==> config.mk <==
export PLATFORM = sky130hd
export DESIGN_NAME = pipeline_hazard_unit_flat
export DESIGN_NICKNAME = d
export VERILOG_FILES = /design/src/rtl/pipeline_hazard_unit_pkg.sv /design/src/rtl/pipeline_hazard_unit_if.sv /design/src/rtl/pipeline_hazard_unit_mem_stall_tracker.sv /design/src/rtl/pipeline_hazard_unit.sv /design/src/flat_wrapper.sv
export SDC_FILE = /design/constraint.sdc
export NUM_CORES = 1
export LEC_CHECK = 0
export ABC_CLOCK_PERIOD_IN_PS = 4450
export BUFFER_PORTS_ARGS = -buffer_cell sky130_fd_sc_hd__buf_2
export CORE_MARGIN = 1.5
export CORE_UTILIZATION = 34
export CTS_BUF_LIST = sky130_fd_sc_hd__clkbuf_16
export DETAILED_ROUTE_END_ITERATION = 6
export PLACE_DENSITY = 0.61
export SETUP_SLACK_MARGIN = 0.2
export SLEW_MARGIN = 25
export SYNTH_ARGS = -nofsm -noshare
export SYNTH_HDL_FRONTEND = slang
export SYNTH_SLANG_ARGS = --single-unit
==> constraint.sdc <==
create_clock -name clk -period 4.45 [get_ports clk]
set_clock_uncertainty 0.2 [all_clocks]
set_input_delay 0.89 -clock clk [delete_from_list [all_inputs] [get_ports clk]]
set_output_delay 0.89 -clock clk [all_outputs]
set_load 0.02 [all_outputs]
==> src/rtl/pipeline_hazard_unit_pkg.sv <==
// rtl/pipeline_hazard_unit_pkg.sv - RV32I control-word types and hazard qualifiers
package pipeline_hazard_unit_pkg;

   typedef enum logic [6:0] {
      op_lui   = 7'b0110111,
      op_auipc = 7'b0010111,
      op_jal   = 7'b1101111,
      op_jalr  = 7'b1100111,
      op_br    = 7'b1100011,
      op_load  = 7'b0000011,
      op_store = 7'b0100011,
      op_imm   = 7'b0010011,
      op_reg   = 7'b0110011,
      op_csr   = 7'b1110011
   } rv32i_opcode;

   typedef enum logic [2:0] {
      alu_out,
      br_en,
      u_imm,
      lw,
      pc_plus4
   } regfilemux_sel_t;

   typedef struct packed {
      rv32i_opcode     opcode;
      logic [2:0]      funct3;
      logic [4:0]      rs1_id;
      logic [4:0]      rs2_id;
      logic [4:0]      rd_id;
      logic            load_regfile;
      regfilemux_sel_t regfile_mux_sel;
   } rv32i_control_word;

   typedef enum logic {
      RUN,
      MEM_STALL
   } hazard_state_t;

   localparam logic [2:0] F3_SLT  = 3'b010;
   localparam logic [2:0] F3_SLTU = 3'b011;

   function automatic logic uses_rs1(input rv32i_opcode op);
      return !(op inside {op_lui, op_auipc, op_jal});
   endfunction

   function automatic logic uses_rs2(input rv32i_opcode op);
      return op inside {op_br, op_store, op_reg};
   endfunction

   // Ops whose operands are consumed in ID, before the EX forwarding path exists.
   function automatic logic is_id_resolved(input rv32i_control_word c);
      return (c.opcode inside {op_br, op_jalr}) ||
             ((c.opcode inside {op_reg, op_imm}) && (c.funct3 inside {F3_SLT, F3_SLTU}));
   endfunction

   function automatic logic depends_on(input rv32i_control_word prod,
                                       input rv32i_control_word cons);
      logic hit1;
      logic hit2;
      hit1 = uses_rs1(cons.opcode) && (prod.rd_id == cons.rs1_id);
      hit2 = uses_rs2(cons.opcode) && (prod.rd_id == cons.rs2_id);
      return prod.load_regfile && (prod.rd_id != 5'd0) && (hit1 || hit2);
   endfunction

endpackage

==> src/rtl/pipeline_hazard_unit_if.sv <==
// rtl/pipeline_hazard_unit_if.sv - pipeline/cache status in, stage load enables out
interface pipeline_hazard_unit_if;
   import pipeline_hazard_unit_pkg::*;

   rv32i_control_word id_ex_in_ctrl;
   rv32i_control_word id_ex_out_ctrl;
   rv32i_control_word ex_mem_out_ctrl;
   logic icache_read;
   logic icache_resp;
   logic dcache_read;
   logic dcache_write;
   logic dcache_resp;
   logic redirect;
   logic load_pc;
   logic load_if_id;
   logic load_id_ex;
   logic load_ex_mem;
   logic load_mem_wb;
   logic id_ex_bubble;
   logic if_id_flush;

   modport master (
      input  id_ex_in_ctrl, id_ex_out_ctrl, ex_mem_out_ctrl,
      input  icache_read, icache_resp, dcache_read, dcache_write, dcache_resp, redirect,
      output load_pc, load_if_id, load_id_ex, load_ex_mem, load_mem_wb,
      output id_ex_bubble, if_id_flush
   );

   modport slave (
      output id_ex_in_ctrl, id_ex_out_ctrl, ex_mem_out_ctrl,
      output icache_read, icache_resp, dcache_read, dcache_write, dcache_resp, redirect,
      input  load_pc, load_if_id, load_id_ex, load_ex_mem, load_mem_wb,
      input  id_ex_bubble, if_id_flush
   );

endinterface

==> src/rtl/pipeline_hazard_unit_mem_stall_tracker.sv <==
// rtl/pipeline_hazard_unit_mem_stall_tracker.sv - cache-miss freeze FSM with per-cache done flags
module pipeline_hazard_unit_mem_stall_tracker
   import pipeline_hazard_unit_pkg::*;
(
   input  logic clk,
   input  logic rst,
   input  logic icache_read,
   input  logic icache_resp,
   input  logic dcache_read,
   input  logic dcache_write,
   input  logic dcache_resp,
   output logic mem_wait,
   output logic release_cycle
);

   hazard_state_t state_q, state_d;
   logic          i_done_q, i_done_d;
   logic          d_done_q, d_done_d;
   logic          d_req;
   logic          i_hit;
   logic          d_hit;

   always_comb begin
      d_req    = dcache_read | dcache_write;
      // A response only counts while its own request is up.
      i_hit    = icache_read & icache_resp;
      d_hit    = d_req & dcache_resp;
      mem_wait = (icache_read & ~icache_resp & ~i_done_q) |
                 (d_req & ~dcache_resp & ~d_done_q);
      release_cycle = (state_q == MEM_STALL) & ~mem_wait;
      state_d  = state_q;
      i_done_d = 1'b0;
      d_done_d = 1'b0;
      case (state_q)
         RUN: begin
            if (mem_wait) begin
               state_d  = MEM_STALL;
               i_done_d = i_hit;
               d_done_d = d_hit;
            end
         end
         MEM_STALL: begin
            if (mem_wait) begin
               i_done_d = i_done_q | i_hit;
               d_done_d = d_done_q | d_hit;
            end else begin
               state_d = RUN;
            end
         end
         default: state_d = RUN;
      endcase
   end

   always_ff @(posedge clk or negedge rst) begin
      if (!rst) begin
         state_q  <= RUN;
         i_done_q <= 1'b0;
         d_done_q <= 1'b0;
      end else begin
         state_q  <= state_d;
         i_done_q <= i_done_d;
         d_done_q <= d_done_d;
      end
   end

endmodule

==> src/rtl/pipeline_hazard_unit.sv <==
// rtl/pipeline_hazard_unit.sv - stall/flush controller and perf counters for the 5-stage RV32I pipe
module pipeline_hazard_unit
   import pipeline_hazard_unit_pkg::*;
#(
   parameter int CNT_WIDTH = 32
) (
   input  logic                 clk,
   input  logic                 rst,
   pipeline_hazard_unit_if.master hz,
   output logic [CNT_WIDTH-1:0] stall_cycles,
   output logic [CNT_WIDTH-1:0] bubble_cycles,
   output logic [CNT_WIDTH-1:0] redirect_count
);

   localparam logic [CNT_WIDTH-1:0] CNT_MAX = '1;
   localparam logic [CNT_WIDTH-1:0] CNT_ONE = {{(CNT_WIDTH-1){1'b0}}, 1'b1};

   logic mem_wait;
   logic release_cycle;
   logic id_resolved;
   logic dep_ex;
   logic dep_mem;
   logic h1, h2, h3;
   logic bubble;
   logic unused_ctrl;

   logic [CNT_WIDTH-1:0] stall_cycles_q, stall_cycles_d;
   logic [CNT_WIDTH-1:0] bubble_cycles_q, bubble_cycles_d;
   logic [CNT_WIDTH-1:0] redirect_count_q, redirect_count_d;

   pipeline_hazard_unit_mem_stall_tracker u_tracker (
      .clk           (clk),
      .rst           (rst),
      .icache_read   (hz.icache_read),
      .icache_resp   (hz.icache_resp),
      .dcache_read   (hz.dcache_read),
      .dcache_write  (hz.dcache_write),
      .dcache_resp   (hz.dcache_resp),
      .mem_wait      (mem_wait),
      .release_cycle (release_cycle)
   );

   assign unused_ctrl = ^{hz.id_ex_in_ctrl, hz.id_ex_out_ctrl, hz.ex_mem_out_ctrl, release_cycle};

   always_comb begin
      id_resolved = is_id_resolved(hz.id_ex_in_ctrl);
      dep_ex      = depends_on(hz.id_ex_out_ctrl, hz.id_ex_in_ctrl);
      dep_mem     = depends_on(hz.ex_mem_out_ctrl, hz.id_ex_in_ctrl);
      h1 = dep_ex && (hz.id_ex_out_ctrl.opcode == op_load);
      // A br_en-sourced producer (slt/sltu) has its result ready early enough to forward into ID.
      h2 = id_resolved && dep_ex && (hz.id_ex_out_ctrl.opcode != op_lui) &&
           (hz.id_ex_out_ctrl.regfile_mux_sel != br_en);
      h3 = id_resolved && dep_mem && (hz.ex_mem_out_ctrl.opcode == op_load);
      bubble = h1 | h2 | h3;
   end

   always_comb begin
      hz.load_pc      = 1'b0;
      hz.load_if_id   = 1'b0;
      hz.load_id_ex   = 1'b0;
      hz.load_ex_mem  = 1'b0;
      hz.load_mem_wb  = 1'b0;
      hz.id_ex_bubble = 1'b0;
      hz.if_id_flush  = 1'b0;
      if (rst && !mem_wait) begin
         hz.load_id_ex  = 1'b1;
         hz.load_ex_mem = 1'b1;
         hz.load_mem_wb = 1'b1;
         if (bubble) begin
            // Redirect is dropped here: it was computed from stale operands.
            hz.id_ex_bubble = 1'b1;
         end else begin
            hz.load_pc     = 1'b1;
            hz.load_if_id  = 1'b1;
            hz.if_id_flush = hz.redirect;
         end
      end
   end

   always_comb begin
      stall_cycles_d   = stall_cycles_q;
      bubble_cycles_d  = bubble_cycles_q;
      redirect_count_d = redirect_count_q;
      if (mem_wait && (stall_cycles_q != CNT_MAX))
         stall_cycles_d = stall_cycles_q + CNT_ONE;
      if (hz.id_ex_bubble && (bubble_cycles_q != CNT_MAX))
         bubble_cycles_d = bubble_cycles_q + CNT_ONE;
      if (hz.if_id_flush && (redirect_count_q != CNT_MAX))
         redirect_count_d = redirect_count_q + CNT_ONE;
   end

   always_ff @(posedge clk or negedge rst) begin
      if (!rst) begin
         stall_cycles_q   <= '0;
         bubble_cycles_q  <= '0;
         redirect_count_q <= '0;
      end else begin
         stall_cycles_q   <= stall_cycles_d;
         bubble_cycles_q  <= bubble_cycles_d;
         redirect_count_q <= redirect_count_d;
      end
   end

   assign stall_cycles   = stall_cycles_q;
   assign bubble_cycles  = bubble_cycles_q;
   assign redirect_count = redirect_count_q;

endmodule

==> src/flat_wrapper.sv <==
// flat-port wrapper written by rule: the top's interface ports become plain ports
module pipeline_hazard_unit_flat import pipeline_hazard_unit_pkg::*;
#(
   parameter int CNT_WIDTH = 32
)
  (clk, rst, stall_cycles, bubble_cycles, redirect_count, hz_id_ex_in_ctrl, hz_id_ex_out_ctrl, hz_ex_mem_out_ctrl, hz_icache_read, hz_icache_resp, hz_dcache_read, hz_dcache_write, hz_dcache_resp, hz_redirect, hz_load_pc, hz_load_if_id, hz_load_id_ex, hz_load_ex_mem, hz_load_mem_wb, hz_id_ex_bubble, hz_if_id_flush);
  pipeline_hazard_unit_if hz_i ();
  input  logic clk;
  input  logic rst;
  output logic [CNT_WIDTH-1:0] stall_cycles;
  output logic [CNT_WIDTH-1:0] bubble_cycles;
  output logic [CNT_WIDTH-1:0] redirect_count;
  input wire logic [$bits(hz_i.id_ex_in_ctrl)-1:0] hz_id_ex_in_ctrl;
  input wire logic [$bits(hz_i.id_ex_out_ctrl)-1:0] hz_id_ex_out_ctrl;
  input wire logic [$bits(hz_i.ex_mem_out_ctrl)-1:0] hz_ex_mem_out_ctrl;
  input wire logic [$bits(hz_i.icache_read)-1:0] hz_icache_read;
  input wire logic [$bits(hz_i.icache_resp)-1:0] hz_icache_resp;
  input wire logic [$bits(hz_i.dcache_read)-1:0] hz_dcache_read;
  input wire logic [$bits(hz_i.dcache_write)-1:0] hz_dcache_write;
  input wire logic [$bits(hz_i.dcache_resp)-1:0] hz_dcache_resp;
  input wire logic [$bits(hz_i.redirect)-1:0] hz_redirect;
  output wire logic [$bits(hz_i.load_pc)-1:0] hz_load_pc;
  output wire logic [$bits(hz_i.load_if_id)-1:0] hz_load_if_id;
  output wire logic [$bits(hz_i.load_id_ex)-1:0] hz_load_id_ex;
  output wire logic [$bits(hz_i.load_ex_mem)-1:0] hz_load_ex_mem;
  output wire logic [$bits(hz_i.load_mem_wb)-1:0] hz_load_mem_wb;
  output wire logic [$bits(hz_i.id_ex_bubble)-1:0] hz_id_ex_bubble;
  output wire logic [$bits(hz_i.if_id_flush)-1:0] hz_if_id_flush;
  assign hz_i.id_ex_in_ctrl = hz_id_ex_in_ctrl;
  assign hz_i.id_ex_out_ctrl = hz_id_ex_out_ctrl;
  assign hz_i.ex_mem_out_ctrl = hz_ex_mem_out_ctrl;
  assign hz_i.icache_read = hz_icache_read;
  assign hz_i.icache_resp = hz_icache_resp;
  assign hz_i.dcache_read = hz_dcache_read;
  assign hz_i.dcache_write = hz_dcache_write;
  assign hz_i.dcache_resp = hz_dcache_resp;
  assign hz_i.redirect = hz_redirect;
  assign hz_load_pc = hz_i.load_pc;
  assign hz_load_if_id = hz_i.load_if_id;
  assign hz_load_id_ex = hz_i.load_id_ex;
  assign hz_load_ex_mem = hz_i.load_ex_mem;
  assign hz_load_mem_wb = hz_i.load_mem_wb;
  assign hz_id_ex_bubble = hz_i.id_ex_bubble;
  assign hz_if_id_flush = hz_i.if_id_flush;
  pipeline_hazard_unit #(.CNT_WIDTH(CNT_WIDTH)) u_core (.clk(clk), .rst(rst), .hz(hz_i), .stall_cycles(stall_cycles), .bubble_cycles(bubble_cycles), .redirect_count(redirect_count));
endmodule
**After elaboration in Yosys (flattened, before gate mapping)**

Index checks and enable logic that the tools add are counted.
W data, S select, Z words.

- Register bits after elaboration: 99
- Bits in latches: 0
- Bits in writable memories: 0
- ROM bits: 0
- Bits of input ports: 95
- Logic and storage cells: 92
- Memories kept: 0

- $add $sub $neg: 3
- Multipliers: 0
- Divide/modulo/power cells: 0
- Magnitude comparators: 0
- Equal/unequal tests: 21
- Shifts and indexed selects: 0
- Mux-type cells: 14
- Bitwise operators: 17
- Reduce and logical (&&, ||, !) cells: 31

Operator list:

| kind | number |
|---|---|
| $add A32 B1 Y32 const B | 3 |
| $ne A32 B32 Y1 const B | 3 |
| $eq A7 B6 Y1 const B | 3 |
| $eq A7 B7 Y1 const B | 3 |
| $eq A5 B5 Y1 | 4 |
| $logic_and A1 B1 Y1 | 19 |
| $eq A7 B2 Y1 const B | 2 |
| $eq A7 B5 Y1 const B | 2 |
| $mux W1 | 12 |
| $reduce_bool A5 Y1 | 2 |
| $ne A7 B6 Y1 const B | 1 |
| $and A1 B1 Y1 | 6 |
| $eq A3 B2 Y1 const B | 2 |
| $or A1 B1 Y1 | 6 |
| $reduce_bool A2 Y1 | 3 |
| $reduce_bool A3 Y1 | 2 |
| $not A1 Y1 | 5 |
| $pmux W1 S2 | 2 |
| $logic_or A1 B1 Y1 | 3 |
| $ne A3 B1 Y1 const B | 1 |
| $logic_not A1 Y1 | 2 |

**Depth between registers and ports, before layout**

Gate-level depths: netlist (run 1).

- Depth after elaboration: 14
- Gate-level depth with buffers: 10
- Mapped depth without buffers: 9

**By module**

From an unflattened synthesis (run 1), not the netlist that was laid out.

- Cell total of the unflattened synthesis: 506
- Area total of the unflattened synthesis: 5201.2 µm²

Modules (own cells, without submodules):

| module | instances | cells each | area each (µm²) | seq. area each (µm²) |
|---|---|---|---|---|
| pipeline_hazard_unit | 1 | 494 | 5067.4 | 2402.3 |
| pipeline_hazard_unit_mem_stall_tracker | 1 | 12 | 133.9 | 75.1 |

**Worst setup path after synthesis (run 1)**

Ideal clock, no wire load.

- Kind: input port to output port
- From: input hz_id_ex_out_ctrl[5]
- To: output hz_load_pc
- Arrival: 2496 ps
- Setup slack: 864 ps
- Stages on the path: 5
- Path buffers: 1
- Cells stage by stage: or4_1 > o21ai_0 > o31ai_4 > nor2_1 > buf_4

- Word-level cells in the longest chain between the ends: 11

RTL lines:

| element | line | text |
|---|---|---|
| start, declared | flat_wrapper.sv:14 | `input wire logic [$bits(hz_i.id_ex_out_ctrl)-1:0] hz_id_ex_out_ctrl;` |
| $eq A5 B5 Y1, on equally long branches | pipeline_hazard_unit_pkg.sv:61, pipeline_hazard_unit_pkg.sv:62 |  |
| $logic_and A1 B1 Y1, on equally long branches | pipeline_hazard_unit_pkg.sv:61, pipeline_hazard_unit_pkg.sv:62 |  |
| $logic_or A1 B1 Y1 | pipeline_hazard_unit_pkg.sv:63 | `return prod.load_regfile && (prod.rd_id != 5'd0) && (hit1 \|\| hit2);` |
| $logic_and A1 B1 Y1 (*) | pipeline_hazard_unit_pkg.sv:63 |  |
| $logic_and A1 B1 Y1 (3 in series) | pipeline_hazard_unit.sv:51 | `h2 = id_resolved && dep_ex && (hz.id_ex_out_ctrl.opcode != op_lui) &&` |
| $or A1 B1 Y1 (*) (2 in series) | pipeline_hazard_unit.sv:54 | `bubble = h1 \| h2 \| h3;` |
| $mux W1 (*) (2 in series) | n/a |  |
| end, declared | flat_wrapper.sv:22 | `output wire logic [$bits(hz_i.load_pc)-1:0] hz_load_pc;` |

Every way passes the cells marked *; elsewhere a longest branch is shown, timed or not.

**Worst setup path after layout (run 1)**

- From: input hz_id_ex_in_ctrl[25]
- To: output hz_if_id_flush

- Word-level cells in the longest chain between the ends: 13

RTL lines:

| element | line | text |
|---|---|---|
| start, declared | flat_wrapper.sv:13 | `input wire logic [$bits(hz_i.id_ex_in_ctrl)-1:0] hz_id_ex_in_ctrl;` |
| $eq A7 B6 Y1 (tied with other cells) | pipeline_hazard_unit_pkg.sv:44 | `return !(op inside {op_lui, op_auipc, op_jal});` |
| $reduce_bool A3 Y1 | pipeline_hazard_unit_pkg.sv:44 |  |
| $logic_not A1 Y1 | pipeline_hazard_unit_pkg.sv:44 |  |
| $logic_and A1 B1 Y1 | pipeline_hazard_unit_pkg.sv:61 | `hit1 = uses_rs1(cons.opcode) && (prod.rd_id == cons.rs1_id);` |
| $logic_or A1 B1 Y1 | pipeline_hazard_unit_pkg.sv:63 |  |
| $logic_and A1 B1 Y1 | pipeline_hazard_unit_pkg.sv:63 |  |
| $logic_and A1 B1 Y1 (3 in series) | pipeline_hazard_unit.sv:51 |  |
| $or A1 B1 Y1 | pipeline_hazard_unit.sv:54 |  |
| $or A1 B1 Y1 (*) | pipeline_hazard_unit.sv:54 |  |
| $mux W1 (*) | pipeline_hazard_unit.sv:69 | `if (bubble) begin` |
| $mux W1 (*) | pipeline_hazard_unit.sv:65 | `if (rst && !mem_wait) begin` |
| end, declared | flat_wrapper.sv:28 | `output wire logic [$bits(hz_i.if_id_flush)-1:0] hz_if_id_flush;` |

Marks and branches as above.

==> metrics, run 1 <==
result of the run=finished clean; Total GRT Usage=between 10% and 20%; switching share of total power=28.54%; final net count=759; Crit Path Category=input port to output port; Seq/Total Area, Yosys=~48%; most common cell in the netlist=dfrtp_1; wl on met1=5.849 mm; clk sinks=99; Synth area leaders=dfrtp_1 (48%), xor2_1 (9.4%), xnor2_1 (9.1%); Worst Reg-to-Reg Cells=7; gr ovfl total=0; clock buffer depth=2; Final Hold Fails=0; combinational share of power=15.2%; total setup buffers inserted after CTS=0; Power Internal=1512 µW; Initial DRC Count=115; Max Cap Viol=0; Post-synth top cells=dfrtp_1 (99), xor2_1 (56), xnor2_1 (54); routed wl met2=6.121 mm; Post-CTS Resized=0; dpl cell area=6195 µm²; routed len/inst=15.10 µm; Worst slew margin=roughly three fifths; clock root cell=clkbuf_16; part of the power in registers=48.2%; drt total wl=roughly 13 mm; H-Tree Level Count=3; die height=126.8 µm; Post-route DRC=0; CTS Hold Bufs=0; final worst hold slack=0.2659 ns; Cells after Synth=498; Hold WC Path Type=input port to async pin; register bit total from synthesis=between 90 and 100; TritonCTS Buffers=9; CP required=~3.4 ns; die area=16070 µm²; Tcrit/Tclk final=between 80% and 90%; Port Buffers=158; first-pass GRT wire length=21.38 mm; synth unique cells=just under 60; via/cell ratio=5.012; Fmax=between 200 and 300 MHz; PwrDens=326.5 nW/µm²; RSZ-0062 raised after global routing=false; Post-Syn Area per Cell=10.46 µm²; LEAKAGE=roughly 0.0033 µW; Post-Syn Area=5209 µm²; via count=approximately 4300; Max Used Layer=met4; Final HPWL DP=9.760 mm; P_sw=603.8 µW; # placed instances=838; Worst-Margin Slew=0.5995 ns; Warnings, synthesis=0; fin worst setup slack=0.6557 ns; largest net degree at the start of global routing=48; CP Capture Type=output port; 1st-pass router iterations=4; layout cell share with drive strength beyond 1=30.83%; largest area contributor in the synthesized netlist=dfrtp_1; dpl ws=0.6347 ns; IO Pins=198; CP Launch Type=input port; Die Wd=126.8 µm; core area=15090 µm²; Critical Path Fanout Max=5; Layout Cells excl Fill=approximately 850; later-pin clock latency in the skew report=0.34 ns; critical path arrival=~2.7 ns; number of synthesized flops with an enable pin=0; Design Area, Final=6479 µm²; Primary FF master, synth=dfrtp_1; number of global-route vias before repair=around 4200; syn_nets=596; FFs w/ async S/R, synth=100.0%; GPL Wtd Cong=0.8455; ant diodes=0; Clock Pin Slew Worst Setup and Hold Paths=0.07 ns; clock network fraction of design power=36.6%; DRT antenna net count=0; Setup TNS=0 ns; Row Count=between 40 and 50; initial antenna violation count=0; VDD IR max=0.2782 mV; max-slew violation count=0; Final Critical Period=approximately 3.8 ns; CTS tree=done; met3 WL=680 µm; FILL cells=1525; initial core utilization=about a third; reg2reg setup slack=1.72 ns; Final setup viols=0; Synth top area share=47.56%; Area growth, synth to finish=24.38%
per-stage QoR:
| step | total power, µW | util, % |
|---|---|---|
| final | 2115 | 42.94 |
| after global routing | 2221 | 42.94 |
| after CTS | 2156 | 42.94 |
| after detailed placement | 1365 | 41.05 |
| after global placement | 1350 | 41.05 |
| after floorplan | 1219 | - |
final timing paths:
path,start,endpoint
max in group asynchronous,rst,u_core.bubble_cycles[28]$_DFFE_PN0P_
setup / recovery,hz_id_ex_in_ctrl[25],hz_if_id_flush
setup reg to reg,u_core.bubble_cycles[9]$_DFFE_PN0P_,u_core.bubble_cycles[1]$_DFFE_PN0P_
hold reg to reg,u_core.u_tracker.d_done_q$_DFF_PN0_,u_core.u_tracker.i_done_q$_DFF_PN0_
min in group clk,u_core.u_tracker.d_done_q$_DFF_PN0_,u_core.u_tracker.i_done_q$_DFF_PN0_
hold / removal,rst,u_core.stall_cycles[24]$_DFFE_PN0P_
sequential cells by signal, indices dropped and copies added (netlist names):
| register | cells |
|---|---|
| u_core.u_tracker.state_q | 1 |
| u_core.u_tracker.d_done_q | 1 |
| u_core.bubble_cycles | 32 |
| u_core.redirect_count | 32 |
| u_core.stall_cycles | 32 |
| u_core.u_tracker.i_done_q | 1 |
cell families after synthesis:
group                      count (synthesis)  synth area share, %
muxes                                      5                1.153
and+or+nand+nor                          232                25.27
adders and majority gates                  3               0.7207
DFF                                       99                47.56
AOI/OAI and AO/OA                         23                4.324
buffers and inverters                     26                2.474
xor gates and xnor gates                 110                18.50
power by group through the flow:
| stage | combinational [µW] | clock [µW] | sequential [µW] |
|---|---|---|---|
| final | 322 | 774 | 1020 |
| after global routing | 356 | 834 | 1030 |
| after CTS | 330 | 806 | 1020 |
| after detailed placement | 328 | 0 | 1040 |
| after global placement | 319 | 0 | 1030 |
| after floorplan | 133 | 0 | 1090 |
routing by layer:
layer	up-vias	global-route usage, %
met3	15	3.712
met1	2094	21.62
li1	2059	-
met5	-	0
met4	0	7.019
met2	107	26.81
cells in the final DEF (no fill, tap or decap), types with 2 or more instances in the layout:
cell and n:
nor3_2 6, nor4_2 4, clkbuf_16 9, nand2_1 37, a41oi_1 2, and2_1 3
o21ai_0 2, and4_1 9, ha_1 3, nand3_2 2, buf_4 4, a21oi_1 3
nand4_1 19, dfrtp_1 99, mux2_2 2, or4_1 5, nor3_1 19, mux2_1 2
xnor2_1 54, xor2_1 56, and3_1 11, or3_4 2, buf_2 157, inv_1 19
o311a_1 2, nor2_1 48, nand3_1 44, nand4b_1 3, nor4_1 6
worst max-delay path, cell delays in order:
cell	delay, ns
buf_2	0.12
or3b_1	0.39
a21oi_2	0.18
nor4_1	0.08
o211ai_2	0.33
o31a_2	0.33
and2_1	0.20
buf_2	0.17
cell type report:
cell class	count	area, µm²	share of cell area, %
Sequential cell	99	2477	38.24
Tap cell	188	235.2	3.631
Clock buffer	9	225.2	3.476
Clock inverter	6	58.81	0.9077
Multi-Input combinational cell	373	2603	40.17
Timing Repair Buffer	161	815.8	12.59
Inverter	17	63.81	0.9849
Power figures use the tool's default switching activity.
==> run 2: changes to the inputs <==
Settings changed: ABC_AREA from default to 1, PLACE_DENSITY 0.61 to 0.6.
==> metrics, run 2 <==
Post-synth top cells=nand2_1 (275), nor2_1 (100), dfrtp_1 (99); # placed instances=1177 (+40%); ant diodes=0 (unchanged); core area=17180 µm² (+14%); IO Pins=198 (unchanged); RSZ-0062 raised after global routing=false; syn_nets=899 (+51%); Sequential cell area=2477 µm² (unchanged); routed len/inst=13.27 µm (-12%); P_sw=623.2 µW (+3.2%); initial core utilization=34.57% (+0.053 points); FILL cells=1819 (+19%); largest area contributor in the synthesized netlist=dfrtp_1; PwrDens=285.7 nW/µm² (-13%); combinational share of power=15.7% (+0.5 points); Cells after Synth=801 (+61%); Worst slew margin=55.86% (-4.2 points); DRT antenna net count=0 (unchanged); Power, Total=2061 µW (-2.5%); Post-Syn Area=5938 µm² (+14%); die area=18270 µm² (+14%); Area growth, synth to finish=21.51%; initial antenna violation count=0 (unchanged); Port Buffers=158 (unchanged); Setup TNS=0 ns (unchanged); Clock Pin Slew Worst Setup and Hold Paths=0.06 ns (about the same); reg2reg setup slack=1.80 ns (+0.08 ns); via count=5612 (+31%); number of global-route vias before repair=5228 (+24%); result of the run=finished clean; Hold WC Path Type=flop to flop; drt total wl=15.82 mm (+23%); largest net degree at the start of global routing=52 (+8.3%); Warnings, synthesis=0 (unchanged); Primary FF master, synth=dfrtp_1; CTS tree=done; synth unique cells=28 (-53%); most frequent cells in the layout=nand2_1 (275), buf_2 (157), nor2_1 (100), dfrtp_1 (99), inv_1 (77); later-pin clock latency in the skew report=0.35 ns (about the same); switching share of total power=30.23% (+1.7 points); Final Hold Fails=0 (unchanged); die height=135.2 µm (+6.6%); Initial DRC Count=271 (+140%); clock buffer depth=2 (unchanged); H-Tree Level Count=3 (unchanged); VDD IR max=0.2306 mV (-17%); Post-Syn Area per Cell=7.413 µm² (-29%); Tcrit/Tclk final=73.87% (-11 points); Total GRT Usage=17.75% (+1.1 points); TritonCTS Buffers=9 (unchanged); Hold Path Stages=1; Synth area leaders=dfrtp_1 (42%), nand2_1 (17%), xor2_1 (9.0%); clock root cell=clkbuf_16; CTS Hold Bufs=0 (unchanged); area of the multi-input gates=3082 µm² (+18%); Max Cap Viol=0 (unchanged); CP required=3.36 ns (about the same); Critical Path Fanout Max=4 (-1); Final Critical Period=3.287 ns (-0.5071 ns); Row Count=48 (+6.7%); Final HPWL DP=12.21 mm (+25%); Worst Reg-to-Reg Cells=11 (+4); register bit total from synthesis=99 (unchanged); critical path arrival=2.20 ns (-0.50 ns); CP Launch Type=input port; Fmax=304.2 MHz (+15%); LEAKAGE=0.003883 µW (+18%); part of the power in registers=49.1% (+0.9 points); gr ovfl total=0 (unchanged); Post-route DRC=0 (unchanged); number of synthesized flops with an enable pin=0 (unchanged); final net count=1061 (+40%); clock network fraction of design power=35.2% (-1.4 points); Power Internal=1438 µW (-4.8%); 1st-pass router iterations=4 (unchanged); Worst-Margin Slew=0.6621 ns (+0.06264 ns); clk sinks=99 (unchanged); Crit Path Category=input port to output port; first-pass GRT wire length=25.65 mm (+20%); layout cell share with drive strength beyond 1=19.34% (-11 points); Layout Cells excl Fill=1192 (+40%); most common cell in the netlist=nand2_1; GPL Wtd Cong=0.8881 (+5.0%); commonest non-fill, non-tap cell in the layout=nand2_1; Final setup viols=0 (unchanged); CP Capture Type=output port; Seq/Total Area, Yosys=41.72% (-5.8 points); max-slew violation count=0 (unchanged); via/cell ratio=4.708 (-6.1%); total setup buffers inserted after CTS=0 (unchanged); Post-CTS Resized=0 (unchanged); FFs w/ async S/R, synth=100.0% (unchanged); Die Wd=135.2 µm (+6.6%); Synth top area share=41.72% (-5.8 points)
run 2: power groups by stage:
| stage | logic [µW] | clock network [µW] | registers (µW) |
|---|---|---|---|
| floorplan | 146 | 0 | 1070 |
| global placement | 324 | 0 | 1030 |
| detailed placement | 327 | 0 | 1030 |
| CTS | 328 | 743 | 1010 |
| global route | 366 | 779 | 1020 |
| finish | 323 | 726 | 1010 |
run 2: layout make-up:
type                            count  area share (%)
Sequential cell                    99           34.33
Clock buffer                        9           3.121
Timing Repair Buffer              161           11.31
Multi-Input combinational cell    613           42.71
Inverter                           79           4.144
Clock inverter                      6          0.4855
Tap cell                          225           3.902
run 2: logic make-up (layout without fill, tap and decap cells):
family,after synthesis,after routing,synth area share [%]
flip-flops,99,99,41.72
buffers and inverters,89,255,6.384
XOR/XNOR,93,93,13.72
adder cells (fa/ha/maj),3,3,0.6322
AND/OR/NAND/NOR,502,502,36.28
AO/OA/AOI/OAI,15,15,1.264
run 2: through the flow:
step	hold WS (ns)	util, %	worst slack, ns	cell area [µm²]
2_1_floorplan	0.2954	-	1.348	5938
3_3_place_gp	0.2777	40.49	1.138	6955
3_5_place_dp	0.2873	40.49	1.127	6955
4_1_cts	0.2944	42.01	1.127	7216
5_1_grt	0.3157	42.01	0.9362	7216
6_report	0.2926	42.01	1.163	7216
run 2: critical path, stage by stage:
cell and delay (ns):
buf_2 0.07, nand2_1 0.06, nor3_1 0.14, nand4_1 0.11, nor2_1 0.22, nand3_1 0.15, a21oi_1 0.32, buf_2 0.24
run 2: path summary, 6_finish.rpt:
check,to,from
worst max-delay path,hz_id_ex_bubble,hz_ex_mem_out_ctrl[23]
worst min-delay path,u_core.stall_cycles[9]$_DFFE_PN0P_,u_core.stall_cycles[9]$_DFFE_PN0P_
worst max register to register,u_core.redirect_count[16]$_DFFE_PN0P_,u_core.redirect_count[0]$_DFFE_PN0P_
worst min register to register,u_core.stall_cycles[9]$_DFFE_PN0P_,u_core.stall_cycles[9]$_DFFE_PN0P_
max in group asynchronous,u_core.redirect_count[31]$_DFFE_PN0P_,rst
min in group asynchronous,u_core.stall_cycles[22]$_DFFE_PN0P_,rst
run 2: metal layers:
| metal | up-vias | GRT usage, % | wire [µm] |
|---|---|---|---|
| met4 | 0 | 7.109 | 332 |
| met3 | 18 | 2.656 | 820 |
| li1 | 2852 | - | - |
| met1 | 2588 | 23.21 | 7243 |
| met5 | - | 0 | 0 |
| met2 | 154 | 29.51 | 7421 |
